`src/rtl/pipe_ctrl_unit_pkg.sv`:
```
// Shared encodings for the pipeline control unit: counter-select indices and
// recovery FSM states.
package pipe_ctrl_unit_pkg;

  localparam int CNT_STALL   = 0;
  localparam int CNT_PRMISS  = 1;
  localparam int CNT_RECOV   = 2;
  localparam int CNT_FU_BASE = 3;

  // Recovery hold counter covers RECOV_CYCLES in 0..15.
  localparam int RC_W = 4;

  typedef enum logic [1:0] {
    S_IDLE    = 2'd0,
    S_FLUSH   = 2'd1,
    S_RECOVER = 2'd2
  } state_e;

endpackage

```
`src/rtl/pipe_ctrl_unit_sat_counter.sv`:
```
// Saturating up-counter with synchronous clear; clear wins over increment.
module sat_counter #(
  parameter int W = 32
) (
  input  logic         clk,
  input  logic         rst_n,
  input  logic         clr,
  input  logic         inc,
  output logic [W-1:0] q
);

  logic [W-1:0] q_q, q_d;

  always_comb begin
    q_d = q_q;
    if (clr)                  q_d = '0;
    else if (inc && ~&q_q)    q_d = q_q + W'(1);
  end

  always_ff @(posedge clk or negedge rst_n) begin
    if (!rst_n) q_q <= '0;
    else        q_q <= q_d;
  end

  assign q = q_q;

endmodule

```
`src/rtl/pipe_ctrl_unit.sv`:
```
// Front-end stall/kill generation, per-FU issue grants, mispredict recovery
// sequencing and saturating performance counters.
module pipe_ctrl_unit
  import pipe_ctrl_unit_pkg::*;
#(
  parameter int NUM_FU       = 4,
  parameter int RECOV_CYCLES = 2,
  parameter int CNT_W        = 32,
  parameter int SEL_W        = 3
) (
  input  logic              clk,
  input  logic              rst_n,
  input  logic              i_dp_freelist_allocable,
  input  logic [NUM_FU-1:0] i_dp_rs_allocable,
  input  logic              i_exfin_prmiss,
  input  logic [NUM_FU-1:0] i_is_rs_sel_vld,
  input  logic [NUM_FU-1:0] i_ex_accessable,
  output logic              o_if_kill,
  output logic              o_id_kill,
  output logic              o_dp_kill,
  output logic              o_if_stall,
  output logic              o_id_stall,
  output logic              o_dp_stall,
  output logic [NUM_FU-1:0] o_is_rs_vld,
  output logic              o_recovering,
  input  logic [SEL_W-1:0]  i_cnt_sel,
  output logic [CNT_W-1:0]  o_cnt_val,
  input  logic              i_cnt_clr
);

  localparam int NCNT = NUM_FU + CNT_FU_BASE;

  state_e            state_q, state_d;
  logic [RC_W-1:0]   rcnt_q, rcnt_d;
  logic              recov_q;
  logic              res_stall, kill, stall;

  logic [NCNT-1:0]             cnt_inc;
  logic [NCNT-1:0][CNT_W-1:0]  cnt_q;

  assign res_stall = !(i_dp_freelist_allocable && &i_dp_rs_allocable);
  assign kill      = i_exfin_prmiss || (state_q == S_FLUSH);
  assign stall     = res_stall || (state_q == S_RECOVER);

  assign o_if_kill  = kill;
  assign o_id_kill  = kill;
  assign o_dp_kill  = kill;
  assign o_if_stall = stall;
  assign o_id_stall = stall;
  assign o_dp_stall = stall;

  // Back-end squash is by tag, so issue ignores the recovery state.
  assign o_is_rs_vld  = i_is_rs_sel_vld & i_ex_accessable;
  assign o_recovering = recov_q;

  always_comb begin
    state_d = state_q;
    rcnt_d  = rcnt_q;
    case (state_q)
      S_IDLE: ;
      S_FLUSH: begin
        rcnt_d  = RC_W'(RECOV_CYCLES);
        state_d = (RECOV_CYCLES == 0) ? S_IDLE : S_RECOVER;
      end
      S_RECOVER: begin
        rcnt_d = rcnt_q - RC_W'(1);
        if (rcnt_q <= RC_W'(1)) state_d = S_IDLE;
      end
      default: state_d = S_IDLE;
    endcase
    // A new mispredict restarts the whole sequence from any state.
    if (i_exfin_prmiss) state_d = S_FLUSH;
  end

  always_ff @(posedge clk or negedge rst_n) begin
    if (!rst_n) begin
      state_q <= S_IDLE;
      rcnt_q  <= '0;
      recov_q <= 1'b0;
    end else begin
      state_q <= state_d;
      rcnt_q  <= rcnt_d;
      recov_q <= (state_d != S_IDLE);
    end
  end

  always_comb begin
    cnt_inc                         = '0;
    cnt_inc[CNT_STALL]              = stall && !kill;
    cnt_inc[CNT_PRMISS]             = i_exfin_prmiss;
    cnt_inc[CNT_RECOV]              = (state_q != S_IDLE);
    cnt_inc[CNT_FU_BASE +: NUM_FU]  = i_is_rs_sel_vld & ~i_ex_accessable;
  end

  for (genvar g = 0; g < NCNT; g++) begin : g_cnt
    sat_counter #(.W(CNT_W)) u_cnt (
      .clk   (clk),
      .rst_n (rst_n),
      .clr   (i_cnt_clr),
      .inc   (cnt_inc[g]),
      .q     (cnt_q[g])
    );
  end

  always_comb begin
    o_cnt_val = '0;
    for (int k = 0; k < NCNT; k++)
      if (i_cnt_sel == SEL_W'(k)) o_cnt_val = cnt_q[k];
  end

endmodule

```
`config.mk`:
```
export PLATFORM = sky130hd
export DESIGN_NAME = pipe_ctrl_unit
export DESIGN_NICKNAME = d
export VERILOG_FILES = /design/src/rtl/pipe_ctrl_unit_pkg.sv /design/src/rtl/pipe_ctrl_unit_sat_counter.sv /design/src/rtl/pipe_ctrl_unit.sv
export SDC_FILE = /design/constraint.sdc
export NUM_CORES = 1
export LEC_CHECK = 0
export CAP_MARGIN = 30
export CORE_AREA = 2 2 166 168
export DETAILED_ROUTE_END_ITERATION = 10
export DIE_AREA = 0 0 168 170
export DONT_BUFFER_PORTS = 1
export GPL_TIMING_DRIVEN = 0
export HOLD_SLACK_MARGIN = 0.08
export PLACE_DENSITY = 0.78
export SLEW_MARGIN = 0
export SYNTH_ARGS = -nofsm -noshare
export SYNTH_HDL_FRONTEND = slang
export SYNTH_SLANG_ARGS = --single-unit
```
`constraint.sdc`:
```
create_clock -name clk -period 2.3 [get_ports clk]
set_input_delay 0 -clock clk [delete_from_list [all_inputs] [get_ports clk]]
set_output_delay 0 -clock clk [all_outputs]
set_load 0.02 [all_outputs]
```
==> results of run 1 <==
-- cell type report --
class | instances | area, um^2 | share of cell area
Multi-Input combinational cell | 1329 | 8670 | 0.508
Inverter | 38 | 143 | 0.00836
Buffer | 84 | 394 | 0.0231
Clock inverter | 8 | 126 | 0.00741
Clock buffer | 40 | 773 | 0.0453
Antenna cell | 1 | 2.50 | 0.000147
Tap cell | 341 | 427 | 0.0250
Timing Repair Buffer | 85 | 682 | 0.0400
Sequential cell | 231 | 5840 | 0.343
-- routing by layer --
layer  vias up  part of all wire
met5         -                 0
met3       193             0.098
met4         0             0.060
met2       826              0.45
li1       6630                 -
met1      7261              0.40
-- state kept, by name (all words and copies together) (netlist names) --
register       cells
g_cnt.u_cnt.q    224
rcnt_q             4
state_q            2
o_recovering       1
-- critical path, delay by kind of cell, from the launching register on --
kind	cells	cell delay, ns
AO/OA/AOI/OAI	1	0.12
AND/OR/NAND/NOR	4	1.64
flip-flops	1	0.35
buffers and inverters	1	0.12
-- what timing repair did --
item | in CTS | in global routing
cloned | 0 | 1
endpoints found under the hold margin | 339 | 231
endpoints found under the setup margin | 159 | 144
pin swaps | 12 | 22
buffers inserted | 28 | 42
resized for setup | 79 | 89
-- per-stage QoR --
stage | utilization | setup WS [ns] | std cells
global placement | 0.562 | -0.882 | 2038
floorplan | - | 0.0464 | 1697
detailed placement | 0.563 | -0.847 | 2039
CTS | 0.620 | 0.00000466 | 2121
finish | 0.640 | -0.00913 | 2157
global route | 0.640 | -0.0583 | 2156
-- cell usage in the layout (no fill, tap or decap), drive strengths merged, types with 50 or more instances in the layout --
master  synthesis  final
dfrtp         231    231
a21oi         168    168
nor2          164    164
nand3         115    115
clkbuf         74     99
buf            25     96
nand2          95     95
o21ai          84     84
or3            77     77
nand4          62     62
or4            56     56
o31ai          50     50
-- how the worst max path moves through the flow --
| stage | end | slack, ns | from | cells past startpoint |
|---|---|---|---|---|
| after floorplan | g_cnt[5].u_cnt.q[26] | 0.05 | g_cnt[5].u_cnt.q[0] | 7 |
| after global placement | g_cnt[5].u_cnt.q[28] | -0.88 | g_cnt[5].u_cnt.q[0] | 7 |
| after detailed placement | g_cnt[5].u_cnt.q[28] | -0.85 | g_cnt[5].u_cnt.q[0] | 7 |
| after CTS | g_cnt[3].u_cnt.q[21] | 0.000005 | g_cnt[3].u_cnt.q[14] | 6 |
| after global routing | g_cnt[1].u_cnt.q[30] | -0.06 | g_cnt[1].u_cnt.q[14] | 6 |
| final | g_cnt[1].u_cnt.q[30] | -0.009 | g_cnt[1].u_cnt.q[14] | 6 |
-- power groups by stage --
stage	combinational, mW	sequential, mW	clock [mW]
2_1_floorplan	0.346	4.21	0
3_3_place_gp	0.482	4.23	0
3_5_place_dp	0.494	4.23	0
4_1_cts	0.556	4.15	4.47
5_1_grt	0.636	4.16	4.62
6_report	0.594	4.16	4.46
-- cell families after synthesis --
group	count (synthesis)	share of synthesized area
AOI/OAI and AO/OA	442	0.189
xor gates and xnor gates	52	0.0313
adders and majority gates	13	0.0112
buffers and inverters	137	0.0380
DFF	231	0.397
muxes	62	0.0446
and+or+nand+nor	760	0.289
==> summary.txt, run 1 <==
Drt
  – Drt drc: 0
  – Drt total wl: 51300 um
  – Post-DR vias/cell: 6.91
  – WL per Instance: 23.8 um
  – Via Count: 14910
  – Drt first pass iters: 6
  – Post-DRT Antenna Nets: 0
  – Initial DRC count: 1917

Critical path
  – CP dominant cell by count: or4_4
  – Worst R2R End: g_cnt[1].u_cnt.q[30]
  – CP startpoint kind: register
  – Worst Path Max Fanout: 6
  – Critical Setup Path Class: register to register
  – Worst path max stage delay: 0.59 ns
  – Data arrival, critical path: 2.78 ns
  – Cells along the critical path: buf_6, nand3_4, or4_4, or4_4, or3_4, a21oi_2
  – FF-to-FF Start: g_cnt[1].u_cnt.q[14]
  – R2R depth: 6
  – Critical path capture point type: register
  – Flop2flop setup slack: -0.009 ns
  – CP required: 2.78 ns
  – Slowest cell on crit path: or4_4

Logic synthesis
  – Area leader, netlist: dfrtp_1
  – Most frequent cells after synthesis: dfrtp_1 (231), a21oi_1 (168), nor2_1 (164)
  – Register area share after synthesis: 0.397
  – Async S/R FF share, synth: 1.00
  – Netlist cell types: 63
  – Mapped Cells: 1697
  – Syn avg cell area: 8.58 um^2
  – Most frequent cell after synthesis: dfrtp_1
  – Synthesis Warnings: 0
  – Top cell type's share of synthesized area: 0.397
  – Dominant synthesized flop cell: dfrtp_1
  – Cell area after synthesis: 14600 um^2
  – Top cells by area, synth: dfrtp_1 (40%), a21oi_1 (5.8%), nor2_1 (4.2%), nand3_1 (4.0%), or3_1 (3.3%)
  – #FFs+latches synth: 231
  – Syn nets: 1730
  – Post-synth EDFFs: 0

Pwr
  – Seq pwr share: 0.451
  – Psw: 2.28 mW
  – Combinational Power Share: 0.064
  – PD cells: 540 nW/um^2
  – Lkg Pwr: 6.44 nW
  – Pwr Total: 9.21 mW
  – Sw frac: 0.247
  – Clock share of power: 0.485
  – Int Pwr: 6.94 mW
  – Maximum VDD drop: 0.551 mV

Cells and area
  – Area grow syn2layout: 17.2%
  – Layout cell share with drive strength beyond 1: 0.161
  – NumNets Final: 1828
  – Fill cells: 2201
  – Design Area, Final: 17100 um^2

STA
  – RSZ-0062 raised after global routing: yes
  – Period minus WS final: 2.31 ns
  – Slew Limit Fails: 0
  – Hold slack: -0.861 ns
  – Period Utilization, post-route: 1.00
  – Setup TNS: -0.00913 ns
  – Relative slew margins: 0.325
  – Setup Skew: 0.0145 ns
  – Setup ws final: -0.00913 ns
  – Endpoints failing hold: 231
  – Final setup fails: 1
  – Worst-margin pin slew: 1.01 ns
  – Fmax: 433 MHz

CTS
  – CTS Buffer Depth: 3
  – Worst skew pair latency: 0.56 ns
  – Clk pin slew, worst setup/hold paths: 0.06 ns
  – H-tree levels: 1
  – Clk sinks: 231
  – Root buf cell: clkbuf_16
  – Hold_buf cts: 13
  – TritonCTS clock tree: done
  – Total CTS buffers: 26

Place
  – DP HPWL: 35700 um
  – Placed instance area: 15000 um^2
  – RD Place Congestion: 0.988
  – IO buf count: 0

Die
  – Die Span X: 168 um
  – Die area: 28600 um^2
  – Die span in y: 170 um
  – FP Rows: 60
  – Core Area: 26700 um^2
  – I/O pins: 63
  – Initial cell density of the core: 0.546

Global routing
  – Overflow left after global routing: 0
  – Largest net degree at the start of global routing: 232
  – Most Crowded Layer GR: met2
  – Number of global-route vias before repair: 13651
  – Met3 Use GR: 0.0705
  – Met1 usage in global routing: 0.465
  – Global-route wire length before repair: 77400 um
  – Gr usage total: 0.347
  – Initial antenna violation count: 0
  – GRT met2 Usage: 0.538

Outcome
  – Status: finished with violations
  – Failing checks: negative hold slack, negative setup slack

Min path
  – Hold Path Class: primary input to asynchronous set/reset pin

Run
  – Max cap viols: 0
(Power assumes the default switching activity.)
==> inputs of run 2 (changes only) <==
CORE_AREA = 2 2 180 182   (was 2 2 166 168)
DIE_AREA = 0 0 182 184   (was 0 0 168 170)
PLACE_DENSITY = 0.69   (was 0.78)
==> summary.txt, run 2 (same netlist as run 1, synthesis figures left out) <==
Cells and area
  – Storage cell area: 5840 um^2 (unchanged)
  – Commonest non-fill, non-tap cells in the layout: dfrtp_1 (180), a21oi_1 (166), nor2_1 (160), nand3_1 (108), nand2_1 (94) (was dfrtp_1 (180), a21oi_1 (164), nor2_1 (160), nand3_1 (110), nand2_1 (94))
  – Design Area, Final: 17200 um^2 (was 17100 um^2)
  – Layout cell share with drive strength beyond 1: 0.169 (was 0.161)
  – NumNets Final: 1833 (was 1828)
  – Area grow syn2layout: 18.3% (was 17.2%)
  – Max reg flops: 224 (unchanged)
  – ANT cells: 0 (was 1)
  – Area of the multi-input gates: 8670 um^2 (about the same)
  – Fin util: 0.549 (was 0.640)
  – Fill cells: 2818 (was 2201)
  – Leading cell type in the layout, fill and taps excluded: dfrtp_1 (unchanged)

CTS
  – CTS Buffer Depth: 3 (unchanged)
  – Total CTS buffers: 27 (was 26)
  – Clk pin slew, worst setup/hold paths: 0.06 ns (about the same)
  – H-tree levels: 1 (unchanged)
  – Hold_buf cts: 14 (was 13)
  – Root buf cell: clkbuf_16 (unchanged)
  – TritonCTS clock tree: done (unchanged)
  – Worst skew pair latency: 0.58 ns (was 0.56 ns)
  – Clk sinks: 231 (unchanged)

Drt
  – WL per Instance: 23.3 um (was 23.8 um)
  – Drt total wl: 51700 um (was 51300 um)
  – Drt first pass iters: 6 (unchanged)
  – Via Count: 14780 (was 14910)
  – Initial DRC count: 1485 (was 1917)
  – Drt drc: 0 (unchanged)
  – Post-DRT Antenna Nets: 0 (unchanged)
  – Post-DR vias/cell: 6.65 (was 6.91)

STA
  – RSZ-0062 raised after global routing: yes (unchanged)
  – Period minus WS final: 2.43 ns (was 2.31 ns)
  – Setup TNS: -0.360 ns (was -0.00913 ns)
  – Fmax: 412 MHz (was 433 MHz)
  – Hold slack: -0.854 ns (was -0.861 ns)
  – Relative slew margins: 0.359 (was 0.325)
  – Slew Limit Fails: 0 (unchanged)
  – Final setup fails: 5 (was 1)
  – Period Utilization, post-route: 1.06 (was 1.00)
  – Setup Skew: 0.0277 ns (was 0.0145 ns)
  – Endpoints failing hold: 231 (unchanged)
  – Setup ws final: -0.128 ns (was -0.00913 ns)
  – Worst-margin pin slew: 0.961 ns (was 1.01 ns)

Critical path
  – CP required: 2.77 ns (was 2.78 ns)
  – CP startpoint kind: register (unchanged)
  – Worst R2R End: g_cnt[1].u_cnt.q[30] (unchanged)
  – R2R depth: 6 (unchanged)
  – Crit. Startpoint: g_cnt[1].u_cnt.q[21] (was g_cnt[1].u_cnt.q[14])
  – Worst Path Max Fanout: 6 (unchanged)
  – Data arrival, critical path: 2.90 ns (was 2.78 ns)
  – Flop2flop setup slack: -0.13 ns (was -0.009 ns)
  – Critical Setup Path Class: register to register (unchanged)
  – Critical path capture point type: register (unchanged)
  – Critical Path Sink: g_cnt[1].u_cnt.q[30] (unchanged)
  – FF-to-FF Start: g_cnt[1].u_cnt.q[21] (was g_cnt[1].u_cnt.q[14])

Pwr
  – PD cells: 542 nW/um^2 (was 540 nW/um^2)
  – Maximum VDD drop: 0.552 mV (was 0.551 mV)
  – Lkg Pwr: 6.47 nW (was 6.44 nW)

Die
  – I/O pins: 63 (unchanged)
  – Die Span X: 182 um (was 168 um)
  – FP Rows: 65 (was 60)
  – Initial cell density of the core: 0.464 (was 0.546)
  – Die area: 33500 um^2 (was 28600 um^2)
  – Core Area: 31400 um^2 (was 26700 um^2)
  – Die span in y: 184 um (was 170 um)

Place
  – Placed instance area: 15100 um^2 (was 15000 um^2)
  – DP HPWL: 36500 um (was 35700 um)
  – IO buf count: 0 (unchanged)
  – DP Worst Slack: -0.855 ns (was -0.847 ns)
  – RD Place Congestion: 1.01 (was 0.988)

Global routing
  – Gr usage total: 0.301 (was 0.347)
  – Largest net degree at the start of global routing: 232 (unchanged)
  – Global-route wire length before repair: 78400 um (was 77400 um)
  – Initial antenna violation count: 1 (was 0)
  – Number of global-route vias before repair: 13788 (was 13651)
  – Overflow left after global routing: 0 (unchanged)

Run
  – Max cap viols: 0 (unchanged)

Outcome
  – Failing checks: negative hold slack, negative setup slack (unchanged)
  – Status: finished with violations (unchanged)

Min path
  – Hold Path Class: primary input to asynchronous set/reset pin (unchanged)
-- run 2: cell types whose count changed in the layout (fill, tap and decap cells not counted), moves of 2 or more --
cell       before  now
and4_2          0    2
and4_1         31   29
a2111oi_0       6    4
nor4_1         16   13
nand3_1       110  108
a2111oi_1       1    3
buf_4          82   84
nor4_2          2    5
nand3_2         3    5
clkbuf_1       63   59
clkbuf_8        7   10
a21oi_1       164  166
-- run 2: through the flow --
step / power [mW] / instances
after floorplan: 4.55 / 1697
after global placement: 4.71 / 2099
after detailed placement: 4.73 / 2100
after CTS: 9.34 / 2174
after global routing: 9.58 / 2223
final: 9.34 / 2223
-- run 2: power breakdown --
part | switching, mW | internal [mW] | total, mW
clock network | 1.88 | 2.71 | 4.59
registers | 0.0523 | 4.10 | 4.15
logic | 0.410 | 0.192 | 0.602
total | 2.34 | 7.00 | 9.34
-- run 2: timing repair --
action	in CTS	in global routing
hold endpoints to repair	342	231
gates resized for setup	81	90
pin swaps	11	24
setup endpoints to repair	150	147
buffers inserted	18	54
-- run 2: metal layers --
| layer | vias up | global-route usage | share of wire | wire [um] |
|---|---|---|---|---|
| met4 | 2 | 0.152 | 0.056 | 2900 |
| met2 | 709 | 0.465 | 0.44 | 23000 |
| li1 | 6643 | - | - | - |
| met3 | 140 | 0.0664 | 0.095 | 4920 |
| met1 | 7286 | 0.399 | 0.40 | 20900 |
| met5 | - | 0 | 0.00025 | 13 |
-- run 2: how the worst min path moves through the flow --
| stage | start | end | slack (ns) | cells past startpoint |
|---|---|---|---|---|
| floorplan | rst_n | g_cnt[0].u_cnt.q[0] | -0.30 | 0 |
| global placement | rst_n | g_cnt[1].u_cnt.q[25] | -0.28 | 0 |
| detailed placement | rst_n | g_cnt[1].u_cnt.q[24] | -0.28 | 0 |
| CTS | rst_n | g_cnt[2].u_cnt.q[28] | -0.87 | 0 |
| global route | rst_n | g_cnt[2].u_cnt.q[28] | -0.88 | 0 |
| finish | rst_n | g_cnt[1].u_cnt.q[17] | -0.85 | 0 |
-- run 2: final cells by class --
type,instances,area share
Sequential cell,231,0.339
Timing Repair Buffer,87,0.0404
Multi-Input combinational cell,1329,0.504
Clock inverter,10,0.00705
Inverter,38,0.00828
Tap cell,402,0.0292
Buffer,86,0.0240
Clock buffer,40,0.0479
-- run 2: critical path, cell delays in order (launching register included) --
cell	delay [ns]
dfrtp_2	0.43
nand4_1	0.15
or4_4	0.57
buf_8	0.14
or4_4	0.56
or3_4	0.35
a21oi_2	0.14
